**src/rtl/series_seq_ctrl_if.sv**
```systemverilog
// Handshake and term-counter bus for series_seq_ctrl.
//   req_*      : operation request (x, term count N) with valid/ready
//   start_cntr : one-cycle pulse that starts the external term counter
//   done       : stops the term counter during the final-term cycle
//   coeff_rd_en, term_cnt, coeff_data : term counter / coefficient ROM
//   res_*      : result with valid/ready, saturation flag
// slave  = the controller side, master = the requester/counter side.
interface series_seq_ctrl_if #(
    parameter int CNTR_DEPTH = 4,
    parameter int DATA_W     = 16
);
    logic                  req_valid;
    logic                  req_ready;
    logic [DATA_W-1:0]     req_x;
    logic [CNTR_DEPTH-1:0] req_terms;
    logic                  start_cntr;
    logic                  done;
    logic                  coeff_rd_en;
    logic [CNTR_DEPTH-1:0] term_cnt;
    logic [DATA_W-1:0]     coeff_data;
    logic                  res_valid;
    logic                  res_ready;
    logic [DATA_W-1:0]     res_data;
    logic                  res_ovf;

    modport slave (
        input  req_valid, req_x, req_terms, coeff_rd_en, term_cnt, coeff_data, res_ready,
        output req_ready, start_cntr, done, res_valid, res_data, res_ovf
    );

    modport master (
        output req_valid, req_x, req_terms, coeff_rd_en, term_cnt, coeff_data, res_ready,
        input  req_ready, start_cntr, done, res_valid, res_data, res_ovf
    );
endinterface

```
**src/rtl/series_seq_ctrl.sv**
```systemverilog
// Power-series evaluator: res = sum(c[k] * x^k, k = 0..N-1) in signed
// Q(DATA_W-FRAC_W).FRAC_W with saturation. The term index comes from an
// external counter started by start_cntr and stopped by done; the ROM
// returns c[k] one cycle after coeff_rd_en.
// Ports: clk, rst_n (synchronous, active-low), bus (series_seq_ctrl_if.slave).
//
// state  | meaning
// IDLE   | ready for a request; captures x and N on handshake
// START  | one-cycle start_cntr pulse
// RUN    | counter stepping; done when term_cnt == N-1
// DRAIN  | absorbs the last coefficient (ROM latency)
// RESULT | res_valid held until res_ready
module series_seq_ctrl #(
    parameter int CNTR_DEPTH = 4,
    parameter int DATA_W     = 16,
    parameter int FRAC_W     = 8
) (
    input logic            clk,
    input logic            rst_n,
    series_seq_ctrl_if.slave bus
);
    localparam int PW = 2 * DATA_W;
    localparam logic signed [DATA_W-1:0] ONE     = DATA_W'(1 << FRAC_W);
    localparam logic signed [DATA_W-1:0] MAX_VAL = {1'b0, {(DATA_W-1){1'b1}}};
    localparam logic signed [DATA_W-1:0] MIN_VAL = {1'b1, {(DATA_W-1){1'b0}}};

    typedef enum logic [2:0] {IDLE, START, RUN, DRAIN, RESULT} state_t;

    state_t                    state, state_nxt;
    logic [CNTR_DEPTH-1:0]     n_terms, n_done;
    logic signed [DATA_W-1:0]  x_q, pow, acc;
    logic                      ovf, rd_d1;
    logic                      accept, take;

    logic signed [PW-1:0]      c_ext, p_ext, x_ext, prod, px;
    logic signed [PW:0]        acc_sum, pow_sum;
    logic [DATA_W:0]           acc_sat, pow_sat;

    // Returns {overflow, clamped value}. In range iff all bits from the
    // sign bit of the narrow result upward agree.
    function automatic logic [DATA_W:0] sat(input logic signed [PW:0] v);
        if (v[PW:DATA_W-1] == '0 || v[PW:DATA_W-1] == '1)
            return {1'b0, v[DATA_W-1:0]};
        else if (v[PW])
            return {1'b1, MIN_VAL};
        else
            return {1'b1, MAX_VAL};
    endfunction

    always_comb begin
        c_ext   = PW'($signed(bus.coeff_data));
        p_ext   = PW'(pow);
        x_ext   = PW'(x_q);
        prod    = (c_ext * p_ext) >>> FRAC_W;
        px      = (p_ext * x_ext) >>> FRAC_W;
        acc_sum = (PW+1)'(acc) + (PW+1)'(prod);
        pow_sum = (PW+1)'(px);
        acc_sat = sat(acc_sum);
        pow_sat = sat(pow_sum);
    end

    // The term cap guards against a stray strobe adding an (N+1)th term.
    assign take = rd_d1 && (state == RUN || state == DRAIN) && (n_done != n_terms);

    always_comb begin
        state_nxt      = state;
        bus.req_ready  = 1'b0;
        bus.start_cntr = 1'b0;
        bus.done       = 1'b0;
        bus.res_valid  = 1'b0;
        accept         = 1'b0;
        case (state)
            IDLE: begin
                bus.req_ready = 1'b1;
                if (bus.req_valid) begin
                    accept    = 1'b1;
                    state_nxt = START;
                end
            end
            START: begin
                bus.start_cntr = 1'b1;
                state_nxt      = RUN;
            end
            RUN: begin
                bus.done = (bus.term_cnt == n_terms - CNTR_DEPTH'(1));
                if (bus.done) state_nxt = DRAIN;
            end
            DRAIN: state_nxt = RESULT;
            RESULT: begin
                bus.res_valid = 1'b1;
                if (bus.res_ready) state_nxt = IDLE;
            end
            default: state_nxt = IDLE;
        endcase
    end

    assign bus.res_data = acc;
    assign bus.res_ovf  = ovf;

    always_ff @(posedge clk) begin
        if (!rst_n) begin
            state   <= IDLE;
            x_q     <= '0;
            n_terms <= '0;
            n_done  <= '0;
            pow     <= ONE;
            acc     <= '0;
            ovf     <= 1'b0;
            rd_d1   <= 1'b0;
        end else begin
            state <= state_nxt;
            rd_d1 <= bus.coeff_rd_en;
            if (accept) begin
                x_q     <= bus.req_x;
                n_terms <= (bus.req_terms == '0) ? CNTR_DEPTH'(1) : bus.req_terms;
                n_done  <= '0;
                pow     <= ONE;
                acc     <= '0;
                ovf     <= 1'b0;
            end else if (take) begin
                acc    <= acc_sat[DATA_W-1:0];
                pow    <= pow_sat[DATA_W-1:0];
                ovf    <= ovf | acc_sat[DATA_W] | pow_sat[DATA_W];
                n_done <= n_done + CNTR_DEPTH'(1);
            end
        end
    end
endmodule

```
**src/flat_wrapper.sv**
```systemverilog
// flat-port wrapper written by rule: the top's interface ports become plain ports
module series_seq_ctrl_flat 
#(
    parameter int CNTR_DEPTH = 4,
    parameter int DATA_W     = 16,
    parameter int FRAC_W     = 8
)
  (clk, rst_n, bus_req_valid, bus_req_x, bus_req_terms, bus_coeff_rd_en, bus_term_cnt, bus_coeff_data, bus_res_ready, bus_req_ready, bus_start_cntr, bus_done, bus_res_valid, bus_res_data, bus_res_ovf);
  series_seq_ctrl_if #(.CNTR_DEPTH(CNTR_DEPTH), .DATA_W(DATA_W)) bus_i ();
  input logic clk;
  input logic rst_n;
  input wire logic [$bits(bus_i.req_valid)-1:0] bus_req_valid;
  input wire logic [$bits(bus_i.req_x)-1:0] bus_req_x;
  input wire logic [$bits(bus_i.req_terms)-1:0] bus_req_terms;
  input wire logic [$bits(bus_i.coeff_rd_en)-1:0] bus_coeff_rd_en;
  input wire logic [$bits(bus_i.term_cnt)-1:0] bus_term_cnt;
  input wire logic [$bits(bus_i.coeff_data)-1:0] bus_coeff_data;
  input wire logic [$bits(bus_i.res_ready)-1:0] bus_res_ready;
  output wire logic [$bits(bus_i.req_ready)-1:0] bus_req_ready;
  output wire logic [$bits(bus_i.start_cntr)-1:0] bus_start_cntr;
  output wire logic [$bits(bus_i.done)-1:0] bus_done;
  output wire logic [$bits(bus_i.res_valid)-1:0] bus_res_valid;
  output wire logic [$bits(bus_i.res_data)-1:0] bus_res_data;
  output wire logic [$bits(bus_i.res_ovf)-1:0] bus_res_ovf;
  assign bus_i.req_valid = bus_req_valid;
  assign bus_i.req_x = bus_req_x;
  assign bus_i.req_terms = bus_req_terms;
  assign bus_i.coeff_rd_en = bus_coeff_rd_en;
  assign bus_i.term_cnt = bus_term_cnt;
  assign bus_i.coeff_data = bus_coeff_data;
  assign bus_i.res_ready = bus_res_ready;
  assign bus_req_ready = bus_i.req_ready;
  assign bus_start_cntr = bus_i.start_cntr;
  assign bus_done = bus_i.done;
  assign bus_res_valid = bus_i.res_valid;
  assign bus_res_data = bus_i.res_data;
  assign bus_res_ovf = bus_i.res_ovf;
  series_seq_ctrl #(.CNTR_DEPTH(CNTR_DEPTH), .DATA_W(DATA_W), .FRAC_W(FRAC_W)) u_core (.clk(clk), .rst_n(rst_n), .bus(bus_i));
endmodule
```
**config.mk**
```make
export PLATFORM = sky130hd
export DESIGN_NAME = series_seq_ctrl_flat
export DESIGN_NICKNAME = d
export VERILOG_FILES = /design/src/rtl/series_seq_ctrl_if.sv /design/src/rtl/series_seq_ctrl.sv /design/src/flat_wrapper.sv
export SDC_FILE = /design/constraint.sdc
export NUM_CORES = 2
export LEC_CHECK = 0
export BUFFER_PORTS_ARGS = -buffer_cell sky130_fd_sc_hd__buf_2
export CAP_MARGIN = 20
export CORE_MARGIN = 3
export CORE_UTILIZATION = 55
export CTS_CLUSTER_DIAMETER = 120
export CTS_CLUSTER_SIZE = 12
export DETAILED_ROUTE_END_ITERATION = 8
export GPL_ROUTABILITY_DRIVEN = 1
export PLACE_DENSITY = 0.72
export SKIP_CTS_REPAIR_TIMING = 1
export SYNTH_ARGS = -nofsm -noshare
export SYNTH_HDL_FRONTEND = slang
export SYNTH_SLANG_ARGS = --single-unit
```
**constraint.sdc**
```tcl
create_clock -name clk -period 24.6 [get_ports clk]
set_input_delay 3.69 -clock clk [delete_from_list [all_inputs] [get_ports clk]]
set_output_delay 3.69 -clock clk [all_outputs]
set_load 0.02 [all_outputs]
```
==> out/qor_table.md <==
| Item | Reported |
| --- | --- |
| Outcome | finished, final reports clean |
| Async set-reset flop share out of synthesis | 0 |
| Final Max Tran Viols | 0 |
| Overall overflow remaining after global route | 0 |
| Sequential area share after synthesis | 0.0528 |
| Time the worst path needs with I/O delays and setup | 12.40 ns |
| Hold_ws | 0.502 ns |
| Die Outline Area | 44500 µm² |
| Area of the mapped netlist | 23100 µm² |
| Detail-routed via count per cell | 5.55 |
| Setup crit start kind | input port |
| Effective utilization at floorplan | 0.561 |
| Synth-to-layout area growth | 4.34% |
| Max Freq | 0.0806 GHz |
| Area of the core | 41200 µm² |
| Clock tree root buffer cell | clkbuf_16 |
| Power per Cell Area | 20.2 nW/µm² |
| DRC Markers | 0 |
| Static leakage | 11.5 nW |
| Number of vias after detailed routing | 17.4k |
| First element of the critical path | bus_coeff_data[11] |
| Combinational share of power | 0.478 |
| Most frequent cells after synthesis | 592 x inv_1, 523 x fa_1, 347 x nand2_1 |
| FF-to-FF Start | u_core.pow[3] |
| Main area contributors after synthesis | fa_1 45%, ha_1 10%, inv_1 9.6% |
| Latest clock arrival within the worst-skew pair | 0.35 ns |
| Final Cycle Share | 0.504 |
| Routed len/inst | 17.6 µm |
| Most used standard cell by instance count after synthesis | inv_1 |
| Buffers on Ports | 65 |
| HPWL reported at the end of detailed placement | 44.5 mm |
| Number of nets with antenna violations after routing | 0 |
| Worst hold path depth | 1 |
| Aggregate global-route resource usage | 0.262 |
| Clock power frac | 0.274 |
| Path type of the worst min-delay path | reg2reg |
| Prevailing post-synth register cell | dfxtp_1 |
| Number of synthesized register bits | 61 |
| H-tree depth | 3 |
| Cell type with the highest aggregate area in the netlist | fa_1 |
| Total of max-cap violations | 0 |
| Maximum buffer depth of the clock tree | 2 |
| Number of antenna diodes | 0 |
| Number of warning messages in the yosys log | 0 |
| Cell Int Power | 0.275 mW |
| Sequential share of power | 0.248 |
| Count of routing violations after the opening detailed-route iteration | 1085 |
| Final sum of negative setup slack | 0 ns |
| Fraction of the mapped netlist area in adder cells | 0.555 |
| TritonCTS clock tree | done |
| Largest stage delay, worst path | 0.54 ns |
| Detailed-routing iteration count for the pre-antenna-repair pass | 5 |
| Dominant combinational cell family by area after synthesis | adder cells |
| Area used by sequential logic in the layout | 1230 µm² |
| Mean instance size in the synthesized netlist | 8.84 µm² |
| Via count of the first global-routing pass | 18.7k |
| Clk pin slew, worst setup/hold paths | 0.06 ns |
| Post-synthesis compound-gate area fraction | 0.0823 |
| Setup repair after global routing missed its margin | false |
| Data required, critical path | 24.84 ns |
| Number of enable flip-flop cells after synthesis | 0 |
| DRT Wirelength | 55.2 mm |
| Post-synthesis cell count | 2613 |
| Total clock buffers created by CTS | 9 |
| Synthesized-area fraction occupied by and/or/nand/nor cells | 0.159 |
| I/O pin count | 66 |
| Clock tree skew after final layout | 0.0134 ns |
| Site row count | 74 |
| Slew at the pin closest to its max-slew limit | 0.984 ns |
| Start point of the worst hold path | u_core.state[2] |
| Setup CP Type | in2reg |
| Final layout net count | 3350 |
| Element type at the critical path end | flip-flop |
| Sw Share | 0.434 |
| Parity-gate share of the synthesized area counting xor and xnor cells | 0.0345 |
| IR drop worst, VDD | 0.0000298 V |
| Data arrival, critical path | 12.64 ns |
| Antenna violations before repair | 0 |
| Worst slew margin relative to its limit | 0.344 |
| Multi-input gate area | 19200 µm² |
| Worst Path Max Fanout | 16 |
| Worst reg-to-reg setup slack | 14.81 ns |
| Hold Path Sink | u_core.state[1] |
| Placer Congestion | 0.882 |
| Net Sw Power | 0.211 mW |
| Final instance area | 24100 µm² |
| Horiz. Die Dim | 211 µm |
| Count of unique library cells instantiated by Yosys | 79 |
| Largest net degree at the start of global routing | 41 |
| Filler cells | 3554 |
| Cell seen most often among critical-path stages | fa_1 |
| Nets in the synthesized netlist | 3369 |
| Post-Place Setup Slack | 11.70 ns |
| Logic depth of the worst register-to-register path | 29 |
| Final critical-path setup slack | 12.20 ns |
| Overall Power | 0.487 mW |
| Global-route wire length before repair | 93.5 mm |
| Final hold vios | 0 |
| Clk sinks | 61 |
| Number of setup violations in the final report | 0 |
| Post-place instance area | 23800 µm² |
| Die extent in y | 211 µm |
| Proportion of netlist area held by the largest area contributor | 0.453 |
| Worst r2r dst | u_core.bus.res_ovf |
| Fraction of final layout cells with drive strength greater than 1 | 0.0489 |
| Library cell contributing the largest single delay on the critical path | fa_1 |
| Multiplexer share of the synthesized area | 0.00173 |
area by class of cell:
| type | instances | area share |
|---|---|---|
| Clock buffer | 9 | 0.00934 |
| Clock inverter | 7 | 0.00301 |
| Inverter | 592 | 0.0922 |
| Multi-Input combinational cell | 1849 | 0.798 |
| Sequential cell | 61 | 0.0509 |
| Tap cell | 532 | 0.0276 |
| Timing Repair Buffer | 81 | 0.0193 |
power by group through the flow:
stage | clock network, mW | logic (mW) | registers, mW
floorplan | 0 | 0.182 | 0.108
global placement | 0 | 0.225 | 0.122
detailed placement | 0 | 0.231 | 0.122
CTS | 0.135 | 0.233 | 0.120
global route | 0.139 | 0.264 | 0.121
finish | 0.133 | 0.233 | 0.121
registers in the layout (all words and copies together), names as in the netlist:
name and flops:
u_core.bus.res_data 16, u_core.pow 16, u_core.x_q 16, u_core.n_done 4
u_core.n_terms 4, u_core.state 3, u_core.bus.res_ovf 1, u_core.rd_d1 1
routing by layer:
metal  routed length, µm  GRT usage
met1               22600      0.357
met2               27200      0.445
met3                4130     0.0440
met4                1300     0.0591
met5                   0          0
worst max path at each step:
stage                                    endpoint
after floorplan           u_core.bus.res_data[10]
final                          u_core.bus.res_ovf
after detailed placement       u_core.bus.res_ovf
after global routing       u_core.bus.res_data[3]
after CTS                      u_core.bus.res_ovf
after global placement         u_core.bus.res_ovf
layout by cell type (no fill, tap or decap), drive strengths merged, types with 3 or more instances in the layout:
master	n
and3	6
a21oi	84
xor2	25
o21ai	89
inv	594
xnor2	66
nor2	50
and2	215
dfxtp	61
nor2b	8
a2111oi	3
clkbuf	10
a31oi	11
nand2b	27
o31ai	5
a22oi	3
nor4b	3
mux2i	4
a21boi	23
nand3	16
nand4	14
a21o	18
nor3b	4
o21a	18
nor4	4
buf	80
a31o	3
o211ai	5
o21bai	7
nor3	22
o22ai	5
a211oi	12
fa	523
and4	3
a41oi	3
ha	188
or3	8
nand2	347
cells by family after synthesis:
group | count (synthesis)
buffers and inverters | 703
XOR/XNOR | 91
adder cells (fa/ha/maj) | 711
AO/OA/AOI/OAI | 304
flip-flops | 61
AND/OR/NAND/NOR | 739
multiplexers | 4
through the flow:
stage / util / std cells
global placement: 0.577 / 3113
floorplan: - / 2613
CTS: 0.584 / 3129
global route: 0.585 / 3131
finish: 0.585 / 3131
detailed placement: 0.577 / 3113
critical path, delay by kind of cell:
| family | cells | cell delay, ns |
|---|---|---|
| xor gates and xnor gates | 1 | 0.12 |
| AOI/OAI and AO/OA | 12 | 3.33 |
| buffers and inverters | 4 | 0.46 |
| adders and majority gates | 8 | 3.78 |
| and+or+nand+nor | 4 | 1.27 |
Power figures use the tool's default switching activity.
